[src/rtl/game_pkg.sv]
// game_pkg: shared types and constants for the player motion controller.
//   motion_state_t : vertical/animation state of the player.
//   SPR_RISE/FALL  : sprite indices shown while airborne.
//   is_grounded()  : true for the states in which the player stands on the ground.
package game_pkg;

  typedef enum logic [2:0] {
    IDLE = 3'd0,
    WALK = 3'd1,
    RISE = 3'd2,
    FALL = 3'd3,
    LAND = 3'd4
  } motion_state_t;

  localparam logic [2:0] SPR_RISE = 3'd5;
  localparam logic [2:0] SPR_FALL = 3'd6;

  function automatic logic is_grounded(input motion_state_t s);
    logic g;
    case (s)
      IDLE, WALK, LAND: g = 1'b1;
      default:          g = 1'b0;
    endcase
    return g;
  endfunction

endpackage

[src/rtl/jump_physics.sv]
// jump_physics: vertical integrator of the player (position, velocity,
// gravity, fall-speed limit, jump cut and ground clamp).
// Ports:
//   clk, reset      : clock, synchronous active-high reset
//   new_frame       : state advances only when high
//   launch          : start a jump this frame (ground launch or air jump)
//   airborne        : current state is RISE or FALL
//   rising          : current state is RISE (jump cut allowed)
//   jump_released   : jump key is high this frame
//   vpos            : registered vertical position
//   touchdown       : this frame's step reaches the ground
//   vel_next        : velocity that will be stored this frame
module jump_physics #(
  parameter int VPOS_W   = 9,
  parameter int VEL_W    = 8,
  parameter int GROUND   = 320,
  parameter int JUMP_V   = 14,
  parameter int CUT_V    = 4,
  parameter int GRAVITY  = 1,
  parameter int MAX_FALL = 12
) (
  input  logic                    clk,
  input  logic                    reset,
  input  logic                    new_frame,
  input  logic                    launch,
  input  logic                    airborne,
  input  logic                    rising,
  input  logic                    jump_released,
  output logic [VPOS_W-1:0]       vpos,
  output logic                    touchdown,
  output logic signed [VEL_W-1:0] vel_next
);

  localparam int PW = VPOS_W + 1;
  localparam logic signed [VEL_W-1:0] LAUNCH_VEL = VEL_W'(-JUMP_V);
  localparam logic signed [VEL_W-1:0] CUT_VEL    = VEL_W'(-CUT_V);
  localparam logic signed [VEL_W:0]   MAX_VEL    = (VEL_W + 1)'(MAX_FALL);
  localparam logic signed [VEL_W:0]   GRAV       = (VEL_W + 1)'(GRAVITY);
  localparam logic signed [PW-1:0]    GROUND_POS = PW'(GROUND);

  logic signed [VEL_W-1:0] velocity_r;
  logic [VPOS_W-1:0]       pos_next_s;
  logic signed [PW-1:0]    sum_pos_s;
  logic signed [VEL_W-1:0] cut_vel_s;
  logic signed [VEL_W:0]   fall_vel_s;

  // Next position/velocity for this frame.
  always_comb begin
    // Position step uses the velocity held at the start of the frame;
    // the jump cut only shapes the velocity carried into the next frame.
    sum_pos_s  = $signed({1'b0, vpos}) + PW'(velocity_r);
    touchdown  = airborne && (sum_pos_s >= GROUND_POS);
    if (rising && jump_released && (velocity_r < CUT_VEL)) begin
      cut_vel_s = CUT_VEL;
    end else begin
      cut_vel_s = velocity_r;
    end
    // One extra bit so velocity + gravity cannot wrap before saturation.
    fall_vel_s = (VEL_W + 1)'(cut_vel_s) + GRAV;
    pos_next_s = vpos;
    vel_next   = velocity_r;
    if (launch) begin
      pos_next_s = sum_pos_s[VPOS_W-1:0];
      vel_next   = LAUNCH_VEL;
    end else if (touchdown) begin
      pos_next_s = GROUND_POS[VPOS_W-1:0];
      vel_next   = {VEL_W{1'b0}};
    end else if (airborne) begin
      pos_next_s = sum_pos_s[VPOS_W-1:0];
      vel_next   = (fall_vel_s > MAX_VEL) ? MAX_VEL[VEL_W-1:0] : fall_vel_s[VEL_W-1:0];
    end else begin
      pos_next_s = vpos;
      vel_next   = velocity_r;
    end
  end

  // Vertical state registers, advanced once per frame.
  always_ff @(posedge clk) begin
    if (reset) begin
      vpos       <= GROUND_POS[VPOS_W-1:0];
      velocity_r <= {VEL_W{1'b0}};
    end else if (new_frame) begin
      vpos       <= pos_next_s;
      velocity_r <= vel_next;
    end else begin
      vpos       <= vpos;
      velocity_r <= velocity_r;
    end
  end

endmodule

[src/rtl/player_motion_ctrl.sv]
// player_motion_ctrl: per-frame player motion controller. Converts active-low
// buttons into player position, background scroll offset and sprite choice.
// Optional feature macro: PLAYER_DOUBLE_JUMP_EN (one extra jump per airborne
// period; without it, airborne jump presses are ignored).
// Ports:
//   clk, reset                         : clock, synchronous active-high reset
//   new_frame                          : one-cycle pulse per video frame
//   key_right_n, key_left_n, key_jump_n: active-low buttons
//   frame_count                        : 8-bit frame counter
//   player_hpos, player_vpos           : player position
//   background_pos                     : background scroll offset (wraps mod BG_WIDTH)
//   player_sprite_count                : sprite frame index
//   player_sprite_reverse              : 1 = facing left
//   motion_state                       : current motion_state_t
module player_motion_ctrl
  import game_pkg::*;
#(
  parameter int HPOS_W     = 10,
  parameter int VPOS_W     = 9,
  parameter int VEL_W      = 8,
  parameter int START_POS  = 168,
  parameter int MIN_POS    = 128,
  parameter int MAX_POS    = 448,
  parameter int GROUND     = 320,
  parameter int WALK_SPEED = 2,
  parameter int JUMP_V     = 14,
  parameter int CUT_V      = 4,
  parameter int GRAVITY    = 1,
  parameter int MAX_FALL   = 12,
  parameter int BG_START   = 350,
  parameter int BG_WIDTH   = 1024
) (
  input  logic              clk,
  input  logic              reset,
  input  logic              new_frame,
  input  logic              key_right_n,
  input  logic              key_left_n,
  input  logic              key_jump_n,
  output logic [7:0]        frame_count,
  output logic [HPOS_W-1:0] player_hpos,
  output logic [VPOS_W-1:0] player_vpos,
  output logic [HPOS_W-1:0] background_pos,
  output logic [2:0]        player_sprite_count,
  output logic              player_sprite_reverse,
  output logic [2:0]        motion_state
);

  localparam int HW = HPOS_W + 1;
  localparam logic [HW-1:0] WALK_X    = HW'(WALK_SPEED);
  localparam logic [HW-1:0] MAX_X     = HW'(MAX_POS);
  localparam logic [HW-1:0] MIN_X     = HW'(MIN_POS);
  localparam logic [HW-1:0] LEFT_LIM  = HW'(MIN_POS + WALK_SPEED);
  localparam logic [HW-1:0] BG_W      = HW'(BG_WIDTH);

  motion_state_t           state_r, state_n;
  logic [HPOS_W-1:0]       hpos_n, bg_n;
  logic                    reverse_n;
  logic [5:0]              walk_count_r, walk_count_n;
  logic [2:0]              sprite_n;
  logic                    jump_prev_r;
  logic                    right_s, left_s, one_dir_s, jump_edge_s;
  logic                    grounded_s, airborne_s;
  logic                    ground_launch_s, air_launch_s, launch_s;
  logic                    touchdown_s;
  logic signed [VEL_W-1:0] vel_next_s;
  logic [HW-1:0]           right_sum_s;

  // Background scroll helpers; operands stay below BG_WIDTH so one correction suffices.
  function automatic logic [HPOS_W-1:0] bg_add(input logic [HPOS_W-1:0] bg);
    logic [HW-1:0] sum;
    sum = {1'b0, bg} + WALK_X;
    return (sum >= BG_W) ? HPOS_W'(sum - BG_W) : sum[HPOS_W-1:0];
  endfunction

  function automatic logic [HPOS_W-1:0] bg_sub(input logic [HPOS_W-1:0] bg);
    logic [HW-1:0] ext;
    ext = {1'b0, bg};
    return (ext >= WALK_X) ? HPOS_W'(ext - WALK_X) : HPOS_W'(ext + BG_W - WALK_X);
  endfunction

  jump_physics #(
    .VPOS_W  (VPOS_W),
    .VEL_W   (VEL_W),
    .GROUND  (GROUND),
    .JUMP_V  (JUMP_V),
    .CUT_V   (CUT_V),
    .GRAVITY (GRAVITY),
    .MAX_FALL(MAX_FALL)
  ) u_jump_physics (
    .clk          (clk),
    .reset        (reset),
    .new_frame    (new_frame),
    .launch       (launch_s),
    .airborne     (airborne_s),
    .rising       (state_r == RISE),
    .jump_released(key_jump_n),
    .vpos         (player_vpos),
    .touchdown    (touchdown_s),
    .vel_next     (vel_next_s)
  );

`ifdef PLAYER_DOUBLE_JUMP_EN
  logic air_jump_r;

  // Air-jump flag: set on an air jump, cleared when the player lands.
  always_ff @(posedge clk) begin
    if (reset) begin
      air_jump_r <= 1'b0;
    end else if (new_frame) begin
      if (state_n == LAND) begin
        air_jump_r <= 1'b0;
      end else if (air_launch_s) begin
        air_jump_r <= 1'b1;
      end else begin
        air_jump_r <= air_jump_r;
      end
    end else begin
      air_jump_r <= air_jump_r;
    end
  end

  // Air jump: touchdown in the same frame wins over the relaunch.
  always_comb begin
    air_launch_s = airborne_s && jump_edge_s && !air_jump_r && !touchdown_s;
  end
`else
  // Air jumps are not available in this build.
  always_comb begin
    air_launch_s = 1'b0;
  end
`endif

  // Key decoding, jump edge and launch decision.
  always_comb begin
    right_s         = !key_right_n;
    left_s          = !key_left_n;
    one_dir_s       = right_s ^ left_s;
    // jump_prev_r holds the raw key level of the previous frame (1 = released).
    jump_edge_s     = !key_jump_n && jump_prev_r;
    grounded_s      = is_grounded(state_r);
    airborne_s      = !grounded_s;
    ground_launch_s = grounded_s && jump_edge_s;
    launch_s        = ground_launch_s || air_launch_s;
  end

  // Motion FSM next state.
  always_comb begin
    state_n = state_r;
    case (state_r)
      IDLE, WALK, LAND: begin
        if (launch_s) begin
          state_n = RISE;
        end else if (one_dir_s) begin
          state_n = WALK;
        end else begin
          state_n = IDLE;
        end
      end
      RISE, FALL: begin
        if (launch_s) begin
          state_n = RISE;
        end else if (touchdown_s) begin
          state_n = LAND;
        end else if (vel_next_s[VEL_W-1]) begin
          state_n = RISE;
        end else begin
          state_n = FALL;
        end
      end
      default: state_n = IDLE;
    endcase
  end

  // Horizontal movement, scroll at the boundaries, animation and sprite.
  always_comb begin
    hpos_n      = player_hpos;
    bg_n        = background_pos;
    reverse_n   = player_sprite_reverse;
    right_sum_s = {1'b0, player_hpos} + WALK_X;
    if (right_s && !left_s) begin
      reverse_n = 1'b0;
      if (right_sum_s <= MAX_X) begin
        hpos_n = right_sum_s[HPOS_W-1:0];
      end else begin
        hpos_n = MAX_X[HPOS_W-1:0];
        bg_n   = bg_sub(background_pos);
      end
    end else if (left_s && !right_s) begin
      reverse_n = 1'b1;
      if ({1'b0, player_hpos} >= LEFT_LIM) begin
        hpos_n = HPOS_W'({1'b0, player_hpos} - WALK_X);
      end else begin
        hpos_n = MIN_X[HPOS_W-1:0];
        bg_n   = bg_add(background_pos);
      end
    end else begin
      hpos_n    = player_hpos;
      bg_n      = background_pos;
      reverse_n = player_sprite_reverse;
    end
    // A started walk cycle runs on until the counter returns to zero.
    if ((state_n == WALK) || (walk_count_r != 6'd0)) begin
      walk_count_n = walk_count_r + 6'd1;
    end else begin
      walk_count_n = walk_count_r;
    end
    case (state_n)
      RISE:    sprite_n = SPR_RISE;
      FALL:    sprite_n = SPR_FALL;
      default: sprite_n = walk_count_n[5:3];
    endcase
  end

  // Frame-rate state registers.
  always_ff @(posedge clk) begin
    if (reset) begin
      state_r               <= IDLE;
      frame_count           <= 8'd0;
      player_hpos           <= HPOS_W'(START_POS);
      background_pos        <= HPOS_W'(BG_START);
      player_sprite_reverse <= 1'b0;
      player_sprite_count   <= 3'd0;
      walk_count_r          <= 6'd0;
      jump_prev_r           <= 1'b1;
    end else if (new_frame) begin
      state_r               <= state_n;
      frame_count           <= frame_count + 8'd1;
      player_hpos           <= hpos_n;
      background_pos        <= bg_n;
      player_sprite_reverse <= reverse_n;
      player_sprite_count   <= sprite_n;
      walk_count_r          <= walk_count_n;
      jump_prev_r           <= key_jump_n;
    end else begin
      state_r               <= state_r;
      frame_count           <= frame_count;
      player_hpos           <= player_hpos;
      background_pos        <= background_pos;
      player_sprite_reverse <= player_sprite_reverse;
      player_sprite_count   <= player_sprite_count;
      walk_count_r          <= walk_count_r;
      jump_prev_r           <= jump_prev_r;
    end
  end

  assign motion_state = state_r;

endmodule

[config.mk]
export PLATFORM = sky130hd
export DESIGN_NAME = player_motion_ctrl
export DESIGN_NICKNAME = d
export VERILOG_FILES = /design/src/rtl/game_pkg.sv /design/src/rtl/jump_physics.sv /design/src/rtl/player_motion_ctrl.sv
export SDC_FILE = /design/constraint.sdc
export NUM_CORES = 1
export LEC_CHECK = 0
export CAP_MARGIN = 30
export CORE_AREA = 2 2 95 97
export DETAILED_ROUTE_END_ITERATION = 7
export DIE_AREA = 0 0 97 99
export PLACE_DENSITY = 0.65
export SKIP_CTS_REPAIR_TIMING = 1
export SYNTH_ARGS = -nofsm -noshare
export SYNTH_HDL_FRONTEND = slang
export SYNTH_SLANG_ARGS = --single-unit
export TNS_END_PERCENT = 5
[constraint.sdc]
create_clock -name clk -period 2.75 [get_ports clk]
set_input_delay 0.55 -clock clk [delete_from_list [all_inputs] [get_ports clk]]
set_output_delay 0.55 -clock clk [all_outputs]
set_load 0.02 [all_outputs]
== Yosys cells after proc, flatten, opt, wreduce, memory -nomap -nowiden ==
Cells that the tools add are included.

* Bits in registers: 59
* Input bits: 6
* Output and inout port bits: 44
* Word-level logic and storage cells: 91

* $add $sub $neg: 11
* $lt $le $gt $ge: 7
* Eq/ne operators: 10
* Multiplexer cells: 29
* Bitwise gates (word level): 1
* Reductions and logical operators: 21

{| class="wikitable"
|+ Operators by type and width
! kind !! count
|-
| two-way mux 10 bit || 10
|-
| two-way mux 8 bit || 5
|-
| subtractor 10 x 2 -> 10 bit, second input constant || 3
|-
| two-way mux 9 bit || 3
|-
| adder 10 x 2 -> 11 bit, second input constant || 2
|-
| equality test 3 x 2 -> 1 bit, second input constant || 4
|-
| case mux 3 bit (2 select lines) || 2
|-
| greater-or-equal comparator 11 bit, second input constant || 1
|-
| <= comparator 11 x 9 -> 1 bit, second input constant || 1
|-
| adder 10 x 1 -> 10 bit, second input constant || 1
|-
| adder 10 x 8 -> 10 bit || 1
|-
| greater-or-equal comparator 10 bit, second input constant || 1
|-
| greater-or-equal comparator 10 x 2 -> 1 bit, second input constant || 1
|-
| greater-or-equal comparator 10 x 8 -> 1 bit, second input constant || 1
|-
| subtractor 10 x 1 -> 10 bit, second input constant || 1
|-
| adder 8 x 2 -> 9 bit, second input constant || 1
|-
| > comparator 9 x 5 -> 1 bit, second input constant || 1
|-
| adder 8 x 1 -> 8 bit, second input constant || 1
|-
| less-than comparator 8 x 3 -> 1 bit, second input constant || 1
|-
| logical AND 1 bit || 7
|-
| adder 6 x 1 -> 6 bit, second input constant || 1
|-
| equality test 3 x 1 -> 1 bit, second input constant || 2
|-
| two-way mux 3 bit || 2
|-
| two-way mux 6 bit || 1
|-
| 15 further kinds || 25
|}

== Longest topological paths before layout ==
* Word-level depth: 18
* Gate-level depth with buffers: 14
* Gate-level depth less buffers: 12

== Modules after synthesis ==
A second synthesis with hierarchy kept.

* Cell total of the unflattened synthesis: 494
* Area, all modules: 3967.6 um^2

{| class="wikitable"
|+ By module, submodules not included
! module !! instances !! cells an instance !! area an instance (um^2)
|-
| player_motion_ctrl || 1 || 299 || 2416.1
|-
| jump_physics || 1 || 195 || 1551.5
|}

== Worst setup path before layout ==
OpenSTA, ideal clock, no wires.

* Path kind: reg-to-reg
* Start point: reg state_r[1], in the netlist motion_state[1]
* End point: reg u_jump_physics.velocity_r[3]
* Library setup time: 0.132 ns
* Arrival time: 2.729 ns
* Slack: -0.112 ns
* Stages on the path, launching flop included: 12
* Buffers on the path: 1
* Clock period less this slack: 2.862 ns
* Path through: dfxtp_1 > nor2b_1 > nand4b_1 > nor2_1 > nor2b_1 > ha_1 > buf_2 > a311oi_1 > a21oi_1 > o41a_1 > o311ai_1 > a21oi_1

* Word-level cells in the longest chain between the ends: 10
* Elaborated cells between the ends (all ways): 20
* Those cells by class: 1 x add/sub; 1 x order compare; 4 x eq/ne; 6 x mux; 8 x reduce/logical

{| class="wikitable"
|+ Ends and longest elaborated chain
! what !! RTL line !! text
|-
| start: declaration || player_motion_ctrl.sv:55 || <nowiki>motion_state_t state_r, state_n;</nowiki>
|-
| start signal: assignment || player_motion_ctrl.sv:226 || <nowiki>state_r <= state_n;</nowiki>
|-
| start signal: assignment || player_motion_ctrl.sv:235 || <nowiki>state_r <= state_r;</nowiki>
|-
| equality test 3 x 2 -> 1 bit || player_motion_ctrl.sv:95 || <nowiki>.rising (state_r == RISE),</nowiki>
|-
| logical AND 1 bit (2 in a row) || jump_physics.sv:53 || <nowiki>if (rising && jump_released && (velocity_r < CUT_VEL)) begin</nowiki>
|-
| two-way mux 8 bit || jump_physics.sv:53 ||
|-
| adder 8 x 2 -> 9 bit || jump_physics.sv:59 || <nowiki>fall_vel_s = (VEL_W + 1)'(cut_vel_s) + GRAV;</nowiki>
|-
| > comparator 9 x 5 -> 1 bit || jump_physics.sv:70 || <nowiki>vel_next = (fall_vel_s > MAX_VEL) ? MAX_VEL[VEL_W-1:0] : fall_vel_s[VEL_W-1:0];</nowiki>
|-
| two-way mux 8 bit || jump_physics.sv:70 ||
|-
| two-way mux 8 bit || jump_physics.sv:68 || <nowiki>end else if (airborne) begin</nowiki>
|-
| two-way mux 8 bit || jump_physics.sv:65 || <nowiki>end else if (touchdown) begin</nowiki>
|-
| two-way mux 8 bit || jump_physics.sv:62 || <nowiki>if (launch) begin</nowiki>
|-
| end signal: assignment || jump_physics.sv:81 || <nowiki>velocity_r <= {VEL_W{1'b0}};</nowiki>
|-
| end signal: assignment || jump_physics.sv:84 || <nowiki>velocity_r <= vel_next;</nowiki>
|-
| end signal: assignment || jump_physics.sv:87 || <nowiki>velocity_r <= velocity_r;</nowiki>
|-
| end: declaration || jump_physics.sv:41 || <nowiki>logic signed [VEL_W-1:0] velocity_r;</nowiki>
|}

Several ways; a longest one is shown, not always the timed one. The select of a mux whose other input is x is not followed.
A chain may end at the register's enable or synchronous reset.

== Final worst setup path ==
* Start point: in key_jump_n
* End point: reg u_jump_physics.velocity_r[6]

* Word-level cells in the longest chain between the ends: 9
* Elaborated cells between the ends (all ways): 14
* Those cells by class: 1 x add/sub; 1 x order compare; 1 x eq/ne; 5 x mux; 6 x reduce/logical

{| class="wikitable"
|+ Ends and longest elaborated chain
! what !! RTL line !! text
|-
| start: declaration || player_motion_ctrl.sv:38 || <nowiki>input logic key_jump_n,</nowiki>
|-
| logical AND 1 bit (2 in a row) || jump_physics.sv:53 ||
|-
| two-way mux 8 bit || jump_physics.sv:53 ||
|-
| adder 8 x 2 -> 9 bit || jump_physics.sv:59 ||
|-
| > comparator 9 x 5 -> 1 bit || jump_physics.sv:70 ||
|-
| two-way mux 8 bit || jump_physics.sv:70 ||
|-
| two-way mux 8 bit || jump_physics.sv:68 ||
|-
| two-way mux 8 bit || jump_physics.sv:65 ||
|-
| two-way mux 8 bit || jump_physics.sv:62 ||
|}

Several ways; a longest one is shown, not always the timed one. The select of a mux whose other input is x is not followed.

==> impl_results.md <==
- Prevailing post-synth register cell: dfxtp_1
- Largest net degree at the start of global routing: 28
- Yosys top cell by area: dfxtp_1
- Worst hold path class: register to register
- Area Overhead vs Synth: 28.27%
- Leak Pwr: 1.965 nW
- Pwr Total: 2.212 mW
- Vias/cell: 5.631
- Most common cell after layout, fill and taps aside: nor2_1
- Placed Cells: 639
- Layout cells sized above 1: 15.64%
- Distinct cells, synth: 72
- Largest family of logic cells by synthesized area: simple AND/OR/NAND/NOR gates
- Layout Nets: 572
- Initial Util: 43.90%
- Synth Area per Inst: 8.003 um2
- Clock Path Buffers: 2
- Post-Route WL: 9.888 mm
- DR pass1 iterations: 5
- Top sig layer: met4
- Max VDD drop: 0.0002307 V
- Post-synth top area share: 30.40%
- Crit path kind: input pin to register
- Final Hold Viols: 0
- Crit-path max FO: 7
- DP HPWL: 7.072 mm
- N_diodes: 0
- Post-layout util: 56.31%
- EDFF count, synth: 0
- H-tree depth: 3
- Compound-Gate Fraction of Synth Area: 23.07%
- Final Slew Violations: 0
- PwrDens: 459.4 mW/mm2
- Die W: 97 um
- Synthesis Warnings: 0
- RSZ-0062 raised after global routing: true
- Global route total overflow: 0
- Final Cell Area: 0.004815 mm2
- Met3 WL: 445 um
- Most frequent cells in the layout: nor2_1, dfxtp_1, nand2_1
- FP Rows: 34
- Clock slew at reported path FFs: 60 ps
- Setup violations, final: 0
- CP Data Required Time: 3000 ps
- Vias in the first global route: 3440
- Largest cells by area after synthesis: dfxtp_1, ha_1, nor2_1, nand2_1, xor2_1
- Max-cap violations: 0
- Clk_skew: 11.38 ps
- Metal2 WL: 4.756 mm
- Status: finished, final reports clean
- Area of the core: 0.008551 mm2
- Metal-1 WL: 4.567 mm
- Endpoint class of the critical path: register
- Synthesis-stage register bit count: 57
- Synth Area in Simple Gates: 24.83%
- Peak Freq: 0.3730 GHz
- First-pass GRT wire length: 16.16 mm
- Routed Antenna Nets: 0
- Placer Congestion: 1.061
- Worst hold slack: 478.3 ps
- CP Launch Type: input pin
- Final period utilization: 97.50%
- Post-synth ARST share: 0%
- Seq/Total Area, Yosys: 30.40%
- DP Area: 0.004526 mm2
- Chip height: 99 um
- WL/cell: 15.03 um
- Xor/xnor cell area share of the yosys netlist: 7.933%
- Worst EP arrival: 2930 ps
- Fin crit period: 2681 ps
- Clock sinks: 57
- Io pins: 50
- Mapped cell area: 0.003754 mm2
- PortBufs: 47
- Synth Area in Adders: 7.200%
- Via count: 3705
- Initial antenna violation count: 0
- Worst-margin pin slew: 600.2 ps
- Overall Global Routing Usage: 20.22%
- Post-synthesis mux area share: 1.100%
- Post-Layout Cell Count: 658
- Root Driver: clkbuf_8
- Die ar.: 0.009603 mm2
- Clock latency on the worst-skew pair: 340 ps
- Drt first-iter violations: 133
- Total CTS buffers: 9
- Max transition margin: 59.92%
- Syn Inst Count: 469
- DRC viols: 0
- CTS tree: yes
## worst max-delay path, stage by stage
cell and delay, ps:
clkdlybuf4s50_1 520, nand4b_1 160, nor2_2 180, nor2b_1 90, ha_2 230, a311oi_1 300, a21oi_1 100, buf_4 150
o41ai_1 320, a21oi_1 160, nor3_1 180
## layer usage
layer | GRT usage [%] | vias to the layer above
met5 | 0 | -
met4 | 6.717 | 0
met3 | 4.255 | 10
met2 | 33.97 | 97
met1 | 25.96 | 1745
li1 | - | 1853
## path summary, 6_finish.rpt
kind,startpoint,endpoint,slack (ps),cells after the start
worst min-delay path,u_jump_physics.vpos[5],u_jump_physics.vpos[5],480,2
worst max-delay path,key_jump_n,u_jump_physics.velocity_r[6],70,11
worst max register to register,u_jump_physics.vpos[0],player_sprite_count[1],130,9
worst min register to register,u_jump_physics.vpos[5],u_jump_physics.vpos[5],480,2
## state kept, by name, summed over array words and instances, names as in the netlist
signal and count:
background_pos 9, frame_count 8, jump_prev_r 1, motion_state 3, player_hpos 9, player_sprite_count 3
player_sprite_reverse 1, u_jump_physics.velocity_r 8, u_jump_physics.vpos 9, walk_count_r 6
## Yosys cell counts (3+ instances only)
cell type,count
a2bb2oi_1,3
o22ai_1,3
o21ai_0,23
nor2_1,55
nor2b_1,3
buf_2,5
a21oi_1,28
ha_1,20
or3_1,5
nor4_1,3
buf_4,5
nand3_1,20
nand4_1,4
mux2i_1,3
xor2_1,19
and2_1,5
nor3_1,17
a41oi_1,3
a31oi_1,6
dfxtp_1,57
clkbuf_1,9
o211ai_1,5
a211oi_1,13
nand2b_1,5
nand2_1,49
o211a_1,3
a21o_1,5
buf_1,3
inv_1,15
buf_6,3
a311oi_1,3
xnor2_1,15
and3_1,7
## final cells by class
cell class	count	area [um2]
fill	797	3736
multi-input combinational	373	2491
sequential	57	1146
timing repair buffer	88	785.8
clock buffer	11	141.4
tap	108	135.1
inverter	16	60.06
clock inverter	5	55.05
## per-stage QoR
step,setup WS [ps],TNS [ps]
floorplan,43.00,0
global placement,-298.7,-1454
detailed placement,-383.8,-1827
CTS,-32.97,-39.55
global route,-107.2,-411.5
finish,68.88,0
## where the power goes
group / internal (mW) / switching (mW) / total [mW] / leakage (nW)
clock network: 0.440 / 0.341 / 0.781 / 0.0953
logic: 0.230 / 0.291 / 0.522 / 1.40
registers: 0.865 / 0.0441 / 0.909 / 0.466
## logic make-up after synthesis
group                    count (synthesis)
other                                    1
AND/OR/NAND/NOR                        189
AO/OA/AOI/OAI                          122
adder cells (fa/ha/maj)                 21
flip-flops                              57
buffers and inverters                   41
multiplexers                             4
XOR/XNOR                                34
(Power assumes the default switching activity.)
